==> src/rtl/riscv_pkg.sv <==
// Shared definitions for the instruction fetch slice.
//  - ADDR_W, IMEM_WORDS, RESET_PC, BUF_DEPTH : fetch geometry
//  - fetch_state_e : fetch FSM state encoding
//  - fetch_entry_t : one buffered fetch {instr, pc}
//  - pc_legal      : aligned and inside the instruction memory
package riscv_pkg;

    localparam int              ADDR_W     = 11;
    localparam int              IMEM_WORDS = 34;
    localparam logic [ADDR_W-1:0] RESET_PC = '0;
    localparam int              BUF_DEPTH  = 2;

    typedef enum logic [1:0] {
        ST_IDLE  = 2'd0,
        ST_FETCH = 2'd1,
        ST_FAULT = 2'd2
    } fetch_state_e;

    typedef struct packed {
        logic [31:0]       instr;
        logic [ADDR_W-1:0] pc;
    } fetch_entry_t;

    function automatic logic pc_legal(input logic [ADDR_W-1:0] pc, input int words);
        return (pc[1:0] == 2'b00) && (32'(pc[ADDR_W-1:2]) < 32'(words));
    endfunction

endpackage

==> src/rtl/fetch_skid_fifo.sv <==
// Two-entry skid buffer between the PC/imem read and decode.
// Ports:
//  clk_i, rst_i  : clock, asynchronous active-high reset
//  push_i/data_i : write one fetch entry (caller guarantees room or same-cycle pop)
//  pop_i         : remove the head entry
//  flush_i       : discard all entries; overrides push and pop
//  head_o        : entry at the head (valid only when valid_o)
//  valid_o       : at least one entry buffered
//  count_o       : number of buffered entries (0..2)
module fetch_skid_fifo
    import riscv_pkg::*;
(
    input  logic         clk_i,
    input  logic         rst_i,
    input  logic         push_i,
    input  fetch_entry_t data_i,
    input  logic         pop_i,
    input  logic         flush_i,
    output fetch_entry_t head_o,
    output logic         valid_o,
    output logic [1:0]   count_o
);

    fetch_entry_t mem_q [BUF_DEPTH];
    logic         rd_q, rd_d;
    logic         wr_q, wr_d;
    logic [1:0]   count_q, count_d;

    always_comb begin
        rd_d    = rd_q;
        wr_d    = wr_q;
        count_d = count_q;
        if (flush_i) begin
            rd_d    = 1'b0;
            wr_d    = 1'b0;
            count_d = 2'd0;
        end else begin
            rd_d    = rd_q ^ pop_i;
            wr_d    = wr_q ^ push_i;
            count_d = count_q + {1'b0, push_i} - {1'b0, pop_i};
        end
    end

    always_ff @(posedge clk_i or posedge rst_i) begin
        if (rst_i) begin
            mem_q[0] <= '0;
            mem_q[1] <= '0;
            rd_q     <= 1'b0;
            wr_q     <= 1'b0;
            count_q  <= 2'd0;
        end else begin
            if (push_i && !flush_i) begin
                mem_q[wr_q] <= data_i;
            end
            rd_q    <= rd_d;
            wr_q    <= wr_d;
            count_q <= count_d;
        end
    end

    assign head_o  = mem_q[rd_q];
    assign valid_o = (count_q != 2'd0);
    assign count_o = count_q;

endmodule

==> src/rtl/instruction_fetch_unit.sv <==
// Instruction fetch: owns the PC, reads the combinational instruction memory,
// buffers fetched words in a 2-entry skid FIFO and hands them to decode.
// Ports:
//  clk, rst            : clock, asynchronous active-high reset
//  en                  : fetch enable
//  imem_addr/imem_instr: byte address out (= PC), combinational read data in
//  if_valid/if_instr/if_pc/if_pc_plus4 : FIFO head towards decode
//  id_ready            : decode accepts the head this cycle
//  redirect_valid/pc   : taken branch/jump target
//  fault/fault_pc      : sticky fetch fault and the offending PC
module instruction_fetch_unit
    import riscv_pkg::*;
#(
    parameter logic [riscv_pkg::ADDR_W-1:0] RESET_PC   = riscv_pkg::RESET_PC,
    parameter int                           IMEM_WORDS = riscv_pkg::IMEM_WORDS
) (
    input  logic              clk,
    input  logic              rst,
    input  logic              en,
    output logic [ADDR_W-1:0] imem_addr,
    input  logic [31:0]       imem_instr,
    output logic              if_valid,
    output logic [31:0]       if_instr,
    output logic [ADDR_W-1:0] if_pc,
    output logic [ADDR_W-1:0] if_pc_plus4,
    input  logic              id_ready,
    input  logic              redirect_valid,
    input  logic [ADDR_W-1:0] redirect_pc,
    output logic              fault,
    output logic [ADDR_W-1:0] fault_pc
);

    fetch_state_e      state_q, state_d;
    logic [ADDR_W-1:0] pc_q, pc_d;
    logic              fault_q, fault_d;
    logic [ADDR_W-1:0] fault_pc_q, fault_pc_d;

    logic              push, pop, flush;
    logic              fifo_valid;
    logic [1:0]        fifo_count;
    fetch_entry_t      head;
    fetch_entry_t      new_entry;
    logic              pc_ok, tgt_ok;

    assign pc_ok     = pc_legal(pc_q, IMEM_WORDS);
    assign tgt_ok    = pc_legal(redirect_pc, IMEM_WORDS);
    assign pop       = fifo_valid & id_ready;
    assign new_entry = '{instr: imem_instr, pc: pc_q};

    always_comb begin
        state_d    = state_q;
        pc_d       = pc_q;
        fault_d    = fault_q;
        fault_pc_d = fault_pc_q;
        push       = 1'b0;
        flush      = 1'b0;
        case (state_q)
            ST_IDLE: begin
                if (en) state_d = ST_FETCH;
            end
            ST_FETCH: begin
                if (redirect_valid) begin
                    flush = 1'b1;
                    pc_d  = redirect_pc;
                    if (!en) state_d = ST_IDLE;
                end else if (!en) begin
                    state_d = ST_IDLE;
                end else if (!pc_ok) begin
                    // The illegal PC itself is never pushed; older entries keep draining.
                    state_d    = ST_FAULT;
                    fault_d    = 1'b1;
                    fault_pc_d = pc_q;
                end else if ((fifo_count != 2'(BUF_DEPTH)) || pop) begin
                    push = 1'b1;
                    pc_d = pc_q + ADDR_W'(4);
                end
            end
            ST_FAULT: begin
                if (redirect_valid) begin
                    flush = 1'b1;
                    pc_d  = redirect_pc;
                    if (tgt_ok) begin
                        state_d = ST_FETCH;
                        fault_d = 1'b0;
                    end else begin
                        fault_pc_d = redirect_pc;
                    end
                end
            end
            default: state_d = ST_IDLE;
        endcase
    end

    always_ff @(posedge clk or posedge rst) begin
        if (rst) begin
            state_q    <= ST_IDLE;
            pc_q       <= RESET_PC;
            fault_q    <= 1'b0;
            fault_pc_q <= '0;
        end else begin
            state_q    <= state_d;
            pc_q       <= pc_d;
            fault_q    <= fault_d;
            fault_pc_q <= fault_pc_d;
        end
    end

    fetch_skid_fifo u_fifo (
        .clk_i   (clk),
        .rst_i   (rst),
        .push_i  (push),
        .data_i  (new_entry),
        .pop_i   (pop),
        .flush_i (flush),
        .head_o  (head),
        .valid_o (fifo_valid),
        .count_o (fifo_count)
    );

    assign imem_addr   = pc_q;
    assign if_valid    = fifo_valid;
    assign if_instr    = head.instr;
    assign if_pc       = head.pc;
    assign if_pc_plus4 = head.pc + ADDR_W'(4);
    assign fault       = fault_q;
    assign fault_pc    = fault_pc_q;

endmodule

==> config.mk <==
export PLATFORM = sky130hd
export DESIGN_NAME = instruction_fetch_unit
export DESIGN_NICKNAME = d
export VERILOG_FILES = /design/src/rtl/riscv_pkg.sv /design/src/rtl/fetch_skid_fifo.sv /design/src/rtl/instruction_fetch_unit.sv
export SDC_FILE = /design/constraint.sdc
export NUM_CORES = 1
export LEC_CHECK = 0
export CAP_MARGIN = 25
export CORE_MARGIN = 4
export CORE_UTILIZATION = 50
export CTS_CLUSTER_DIAMETER = 30
export DETAILED_ROUTE_END_ITERATION = 6
export DONT_BUFFER_PORTS = 1
export PLACE_DENSITY = 0.66
export SLEW_MARGIN = 10
export SYNTH_ARGS = -nofsm -noshare
export SYNTH_HDL_FRONTEND = slang
export SYNTH_HIERARCHICAL = 1
export SYNTH_SLANG_ARGS = --single-unit
==> constraint.sdc <==
create_clock -name clk -period 2.9 [get_ports clk]
set_input_delay 0.435 -clock clk [delete_from_list [all_inputs] [get_ports clk]]
set_output_delay 0.435 -clock clk [all_outputs]
set_load 0.005 [all_outputs]
==> run summary, run 1 <==
status -> completed
DR vias/cell -> 5.71
Synth top area share -> 0.516
Placed Instances -> 562
post-synthesis net count -> 484
non-filler cells in the finished layout -> 596
setup slack after layout -> 0.238 ns
Worst Path Required -> 3.28 ns
global-route met2 utilization -> 0.305
Layout Nets -> 500
EDFF count, synth -> 0
Cell variety after synth -> 47
fraction of registers with async set or reset after synthesis -> 1.00
GR Overflow Total -> 0
final wirelength -> 11.7 mm
H-tree levels -> 4
flop2flop setup slack -> 0.24 ns
pin count of the biggest net entering global routing -> 51
worst-margin pin slew -> 0.775 ns
hold slack -> 0.0669 ns
die height -> 114 µm
WL/cell -> 19.6 µm
initial antenna violation count -> 0
GRT busiest layer -> met2
final period utilization -> 0.918
CTS max path bufs -> 2
first-pass GRT wire length -> 19.0 mm
most frequent cells after synthesis -> mux2_2, dfrtp_1, nor2_1
Final setup viols -> 0
ys flop type -> dfrtp_1
final instance area -> 6400 µm²
clock sinks -> 115
initial core utilization -> 0.512
HPWL after detailed placement -> 8.11 mm
hold crit path type -> in2reg
M3 GR Usage -> 0.0557
Cell Area, Placed -> 5740 µm²
critical path endpoint category -> flip-flop
CP Max Fanout -> 32
vias in the first global route -> 3667
cell count after synthesis -> 428
DRC Markers -> 0
Routed Antenna Nets -> 0
share of layout cells above drive strength 1 -> 0.404
Worst Path Arrival -> 3.04 ns
relative slew slack -> 0.481
setup TNS -> 0 ns
most frequent cell after synthesis -> mux2_2
Syn Area/Cell -> 13.0 µm²
Yosys warning count -> 6
Clock Tree Root -> clkbuf_8
max_cap viols -> 0
Hold Violations, Final -> 0
mapped cell area -> 5570 µm²
fin crit period -> 2.66 ns
drt pass-1 iters -> 4
Pwr per Cell Area -> 949 nW/µm²
register area share after synthesis -> 0.516
CTS tree -> done
Peak VDD IR -> 0.506 mV
post-synth top area cell -> dfrtp_1
CTS clock-pin slew for the worst setup and hold paths -> 0.06 ns
DP Worst Slack -> 0.253 ns
Die ar. -> 12900 µm²
Area contributors post-synth -> dfrtp_1, mux2_2, mux2i_1
GPL Wtd Cong -> 0.807
Max Clock Skew -> 0.00795 ns
Final Max Tran Viols -> 0
gr usage total -> 0.186
ANT cells -> 0
Seq cells post-synth -> 115
Layout area overhead -> 14.8%
Core Region -> 10900 µm²
met1 Use GR -> 0.232
routed vias -> 3405
f_max -> 0.376 GHz
row count -> 38
Clk Latency, worst-skew pair -> 0.50 ns
WS Path Type -> reg2reg
I/O pin count -> 126
Startpoint Class -> flip-flop
width of the die -> 114 µm
initial DRC count -> 160
Port Buffers -> 0
P_leak -> 0.00307 µW
Num CTS Buffers -> 17
RSZ-0062 raised after global routing -> false
-- timing repair --
action,4_1_cts,5_1_grt
buffers inserted,0,0
resized for setup,0,0
hold buffers,1,1
hold endpoints to repair,40,4
-- worst paths after layout --
kind,start,to,depth (start not counted)
worst max-delay path,imem_addr[10],u_fifo/mem_q[71],6
max in group asynchronous,rst,u_fifo/mem_q[10],3
worst max register to register,imem_addr[10],u_fifo/mem_q[71],6
worst min register to register,u_fifo/mem_q[75],u_fifo/mem_q[75],1
min in group asynchronous,rst,fault_pc[0],2
worst min-delay path,imem_instr[21],u_fifo/mem_q[75],1
-- metal layers --
layer	share of wire	wire length [µm]
met1	0.43	5050
met2	0.49	5760
met3	0.062	724
met4	0.012	135
met5	0	0
-- cell type report --
cell class	instances	area, µm²
Clock buffer	21	459
Tap cell	140	175
Sequential cell	115	2880
Inverter	14	53.8
Fill cell	895	4490
Timing Repair Buffer	20	200
Clock inverter	10	155
Multi-Input combinational cell	276	2480
-- cells in the final DEF (no fill, tap or decap), drive strengths merged, types with 5 or more instances in the layout --
| cell | n |
|---|---|
| a21oi | 16 |
| dfrtp | 115 |
| nand2 | 13 |
| mux2i | 13 |
| mux2 | 131 |
| nand3 | 7 |
| buf | 18 |
| a2bb2oi | 5 |
| o21ai | 8 |
| inv | 13 |
| clkbuf | 21 |
| ha | 8 |
| xnor2 | 8 |
| nor2 | 25 |
| clkinv | 5 |
-- flip-flops by register name, indices dropped and copies added (netlist names) --
signal and cells:
fault 1, u_fifo/rd_q 1, u_fifo/count_o 2, u_fifo/wr_q 1, imem_addr 11, state_q 2
fault_pc 11, u_fifo/mem_q 86
-- worst max-delay path: stages (launching register included) --
cell and delay (ns):
dfrtp_1 0.47, or4_4 0.48, a2111oi_4 0.32, nor3b_1 0.34, nor3b_4 0.31, buf_12 0.25, mux2_2 0.36
-- logic make-up after synthesis --
group / Yosys count / synth area share
AO/OA/AOI/OAI: 48 / 0.0608
AND/OR/NAND/NOR: 66 / 0.0593
flip-flops: 115 / 0.516
multiplexers: 144 / 0.288
buffers and inverters: 37 / 0.0393
adder cells (fa/ha/maj): 8 / 0.0180
XOR/XNOR: 10 / 0.0182
-- stage by stage --
stage | total power (µW) | utilization
finish | 6070 | 0.588
global route | 6410 | 0.588
CTS | 6120 | 0.584
detailed placement | 3950 | 0.527
global placement | 3900 | 0.527
floorplan | 3510 | -
-- power by group --
part           internal [µW]  switching (µW)  leakage, µW
Clock                   1450             701     0.000300
Combinational            768             897      0.00125
Sequential              1970             284      0.00152
Total                   4190            1880      0.00307
Power figures use the tool's default switching activity.
==> inputs of run 2 (changes only) <==
--- a/config.mk
+++ b/config.mk
@@ -11,7 +11,7 @@
 export CTS_CLUSTER_DIAMETER = 30
 export DETAILED_ROUTE_END_ITERATION = 6
 export DONT_BUFFER_PORTS = 1
-export PLACE_DENSITY = 0.66
+export PLACE_DENSITY = 0.63
 export SLEW_MARGIN = 10
 export SYNTH_ARGS = -nofsm -noshare
 export SYNTH_HDL_FRONTEND = slang
==> constraint.sdc (replaced) <==
create_clock -name clk -period 2.8 [get_ports clk]
set_input_delay 0.42 -clock clk [delete_from_list [all_inputs] [get_ports clk]]
set_output_delay 0.42 -clock clk [all_outputs]
set_load 0.005 [all_outputs]
==> run summary, run 2 (synthesized netlist as in run 1, its figures left out) <==
initial core utilization -> 0.512
Layout area overhead -> 15.0%
GPL Wtd Cong -> 0.827
final period utilization -> 0.914
worst flop-to-flop path startpoint -> imem_addr[8]
Max Clock Skew -> 0.00748 ns
clock sinks -> 115
Final setup viols -> 0
WL/cell -> 19.8 µm
max_cap viols -> 0
max reg flops -> 86
Reg2Reg Depth -> 6
commonest non-fill, non-tap cells in the layout -> mux2_2, dfrtp_1, nor2_1
CTS tree -> done
Clock Tree Root -> clkbuf_8
initial antenna violation count -> 0
die height -> 114 µm
first-pass GRT wire length -> 19.1 mm
H-tree levels -> 4
setup TNS -> 0 ns
RSZ-0062 raised after global routing -> false
Pwr per Cell Area -> 974 nW/µm²
Clk Latency, worst-skew pair -> 0.51 ns
GR Overflow Total -> 0
Core Region -> 10900 µm²
hold crit path type -> in2reg
Hold Violations, Final -> 0
width of the die -> 114 µm
initial DRC count -> 129
gr usage total -> 0.192
final wirelength -> 11.8 mm
status -> completed
Layout Nets -> 500
CP startpoint -> imem_addr[8]
drt pass-1 iters -> 4
relative slew slack -> 0.443
Worst Path Required -> 3.19 ns
ANT cells -> 0
fillers -> 914
flop2flop setup slack -> 0.24 ns
vias in the first global route -> 3644
Die ar. -> 12900 µm²
Critical Path End -> u_fifo/mem_q[67]
worst-margin pin slew -> 0.835 ns
Final Max Tran Viols -> 0
I/O pin count -> 126
Startpoint Class -> flip-flop
Peak VDD IR -> 0.563 mV
hold slack -> 0.0479 ns
CTS clock-pin slew for the worst setup and hold paths -> 0.06 ns
share of layout cells above drive strength 1 -> 0.407
HPWL after detailed placement -> 8.04 mm
Port Buffers -> 0
routed vias -> 3354
reg-to-reg endpoint -> u_fifo/mem_q[67]
Routed Antenna Nets -> 0
row count -> 38
Num CTS Buffers -> 17
CP Max Fanout -> 17
f_max -> 0.391 GHz
critical path endpoint category -> flip-flop
CTS max path bufs -> 2
WS Path Type -> reg2reg
fin crit period -> 2.56 ns
footprint of the multi-input gates -> 2480 µm²
FF+latch area -> 2880 µm²
Worst Path Arrival -> 2.95 ns
commonest non-fill, non-tap cell in the layout -> mux2_2
DRC Markers -> 0
DR vias/cell -> 5.62
P_leak -> 0.00306 µW
pin count of the biggest net entering global routing -> 47
Largest Register -> u_fifo/mem_q
==> run 2: changes by cell type in the layout (fill, tap and decap cells not counted), sizes merged <==
cell / before / now
clkbuf: 21 / 20
clkinv: 5 / 4
clkinvlp: 2 / 5
bufinv: 4 / 3
inv: 13 / 14
==> run 2: worst min path at each step <==
stage,startpoint,to,cells after the start
after floorplan,rst,fault,1
after global placement,u_fifo/mem_q[76],u_fifo/mem_q[76],1
after detailed placement,u_fifo/mem_q[75],u_fifo/mem_q[75],1
after CTS,imem_instr[22],u_fifo/mem_q[76],1
after global routing,imem_instr[1],u_fifo/mem_q[12],1
final,imem_instr[22],u_fifo/mem_q[76],1
==> run 2: where the power goes <==
group          internal, µW  switching [µW]
logic                   809             968
clock network          1400             757
registers              2040             265
==> run 2: routing by layer <==
layer,GRT usage,wire length [µm]
met1,0.224,4800
met2,0.325,6070
met3,0.0759,868
met4,0.0625,68
met5,0,0
==> run 2: cell type report <==
| class | count | share of cell area |
|---|---|---|
| clock buffers | 20 | 0.0695 |
| well taps | 140 | 0.0273 |
| multi-input cells | 276 | 0.387 |
| repair buffers | 20 | 0.0338 |
| inverters | 14 | 0.00840 |
| flip-flops and latches | 115 | 0.449 |
| clock inverters | 12 | 0.0242 |
==> run 2: what timing repair did <==
item,in CTS,in global routing
hold endpoints to repair,44,4
hold buffers,1,1
endpoints found under the setup margin,0,1
buffers inserted,0,0
resized for setup,0,1
==> run 2: through the flow <==
step | total power, µW | cells | util | cell area (µm²) | worst slack, ns
floorplan | 3640 | 428 | - | 5580 | 0.0447
global placement | 4070 | 562 | 0.528 | 5750 | 0.262
detailed placement | 4130 | 562 | 0.528 | 5750 | 0.227
CTS | 6330 | 595 | 0.585 | 6360 | 0.0772
global route | 6640 | 597 | 0.588 | 6410 | 0.103
finish | 6240 | 597 | 0.588 | 6410 | 0.240
==> run 2: worst max-delay path, cell delays in order (launching register included) <==
cell	delay, ns
dfrtp_1	0.38
or4_4	0.56
a2111oi_4	0.32
nor3b_2	0.25
nor3b_4	0.27
buf_4	0.30
mux2_2	0.37
==> inputs of run 3 (changes only) <==
--- a/config.mk
+++ b/config.mk
@@ -6,11 +6,11 @@
 export NUM_CORES = 1
 export LEC_CHECK = 0
 export CAP_MARGIN = 25
-export CORE_MARGIN = 4
 export CORE_UTILIZATION = 50
 export CTS_CLUSTER_DIAMETER = 30
 export DETAILED_ROUTE_END_ITERATION = 6
 export DONT_BUFFER_PORTS = 1
+export GPL_ROUTABILITY_DRIVEN = 0
 export PLACE_DENSITY = 0.63
 export SLEW_MARGIN = 10
 export SYNTH_ARGS = -nofsm -noshare
==> run summary, run 3 (synthesized netlist as in run 1, its figures left out) <==
Power Total -> 6420 µW
Combinational Power Share -> 0.276
Hold Violations, Final -> 0
commonest non-fill, non-tap cell in the layout -> mux2_2
row count -> 38
Port Buffers -> 0
setup TNS -> 0 ns
HPWL after detailed placement -> 7.61 mm
Flop pwr share -> 0.358
Worst Path Required -> 2.38 ns
setup slack after layout -> 0.240 ns
critical path endpoint category -> output pin
hold slack -> 0.0489 ns
H-tree levels -> 4
DR vias/cell -> 5.65
Largest Register -> u_fifo/mem_q
Clock Tree Root -> clkbuf_8
DP Worst Slack -> 0.245 ns
Cell Area, Placed -> 5760 µm²
routed vias -> 3376
share of layout cells above drive strength 1 -> 0.410
worst-margin pin slew -> 0.788 ns
CP Max Fanout -> 37
CTS tree -> done
final instance area -> 6460 µm²
CTS max path bufs -> 2
final period utilization -> 0.914
initial antenna violation count -> 0
I/O pin count -> 126
Core Region -> 10800 µm²
Max Clock Skew -> 0.00811 ns
relative slew slack -> 0.474
RSZ-0062 raised after global routing -> false
vias in the first global route -> 3649
fin crit period -> 2.56 ns
WL/cell -> 18.5 µm
Layout Nets -> 501
max reg flops -> 86
Die ar. -> 11600 µm²
GR Overflow Total -> 0
Routed Antenna Nets -> 0
Layout area overhead -> 16.0%
f_max -> 0.391 GHz
CTS clock-pin slew for the worst setup and hold paths -> 0.05 ns
P_leak -> 0.00310 µW
drt pass-1 iters -> 4
Final Max Tran Viols -> 0
DRC Markers -> 0
hold crit path type -> in2reg
max_cap viols -> 0
initial core utilization -> 0.514
Final setup viols -> 0
Worst Path Arrival -> 2.14 ns
first-pass GRT wire length -> 18.0 mm
pin count of the biggest net entering global routing -> 49
die height -> 108 µm
gr usage total -> 0.205
clock sinks -> 115
Startpoint Class -> flip-flop
Peak VDD IR -> 0.517 mV
width of the die -> 108 µm
Pwr per Cell Area -> 993 nW/µm²
Num CTS Buffers -> 17
WS Path Type -> reg2out
switching power -> 1940 µW
Switching Share -> 0.302
ANT cells -> 0
initial DRC count -> 160
P_int -> 4480 µW
clock share of power -> 0.366
Clk Latency, worst-skew pair -> 0.51 ns
final wirelength -> 11.0 mm
status -> completed
commonest non-fill, non-tap cells in the layout -> mux2_2, dfrtp_1, nor2_1
-- run 3: final cells by class --
class / instances / area, µm²
Fill cell: 865 / 4380
Sequential cell: 115 / 2880
Multi-Input combinational cell: 276 / 2480
Clock buffer: 25 / 524
Timing Repair Buffer: 21 / 211
Tap cell: 140 / 175
Clock inverter: 7 / 140
Inverter: 14 / 53.8
-- run 3: power groups by stage --
stage / sequential, µW / clock (µW) / combinational, µW
after global routing: 2350 / 2480 / 1980
after detailed placement: 2330 / 0 / 1790
final: 2300 / 2350 / 1770
after floorplan: 2310 / 0 / 1320
after global placement: 2310 / 0 / 1750
after CTS: 2300 / 2390 / 1800
-- run 3: repair_timing --
action                     in CTS  in global routing
buffers inserted                0                  0
gates resized for setup         0                  1
hold endpoints to repair       42                 12
setup endpoints to repair       0                  1
hold buffers                    1                  1
-- run 3: metrics by stage --
step	std cells	utilization
after detailed placement	563	0.532
after floorplan	428	-
final	598	0.596
after CTS	596	0.594
after global routing	598	0.596
after global placement	563	0.532
-- run 3: final timing paths --
path                                  start               end  slack (ns)  cells after the start
setup reg to reg               imem_addr[8]  u_fifo/mem_q[66]        0.25                      6
setup / recovery                u_fifo/rd_q   if_pc_plus4[10]        0.24                      4
max in group asynchronous               rst  u_fifo/mem_q[83]        1.60                      3
hold / removal               imem_instr[21]  u_fifo/mem_q[75]        0.05                      1
min in group asynchronous               rst       fault_pc[5]        0.40                      2
hold reg to reg            u_fifo/mem_q[77]  u_fifo/mem_q[77]        0.48                      1
-- run 3: worst max-delay path, stage by stage, from the launching register on --
cell	delay, ns
dfrtp_2	0.49
buf_6	0.37
mux2_2	0.44
nand4_1	0.16
xnor2_1	0.17
-- run 3: per-layer routing --
layer	GRT usage	part of all wire	wire, µm	up-vias
met5	0	0	0	-
met2	0.339	0.50	5500	100
met1	0.246	0.42	4590	1699
met4	0.0841	0.014	150	0
met3	0.0684	0.073	808	14
li1	-	-	-	1563
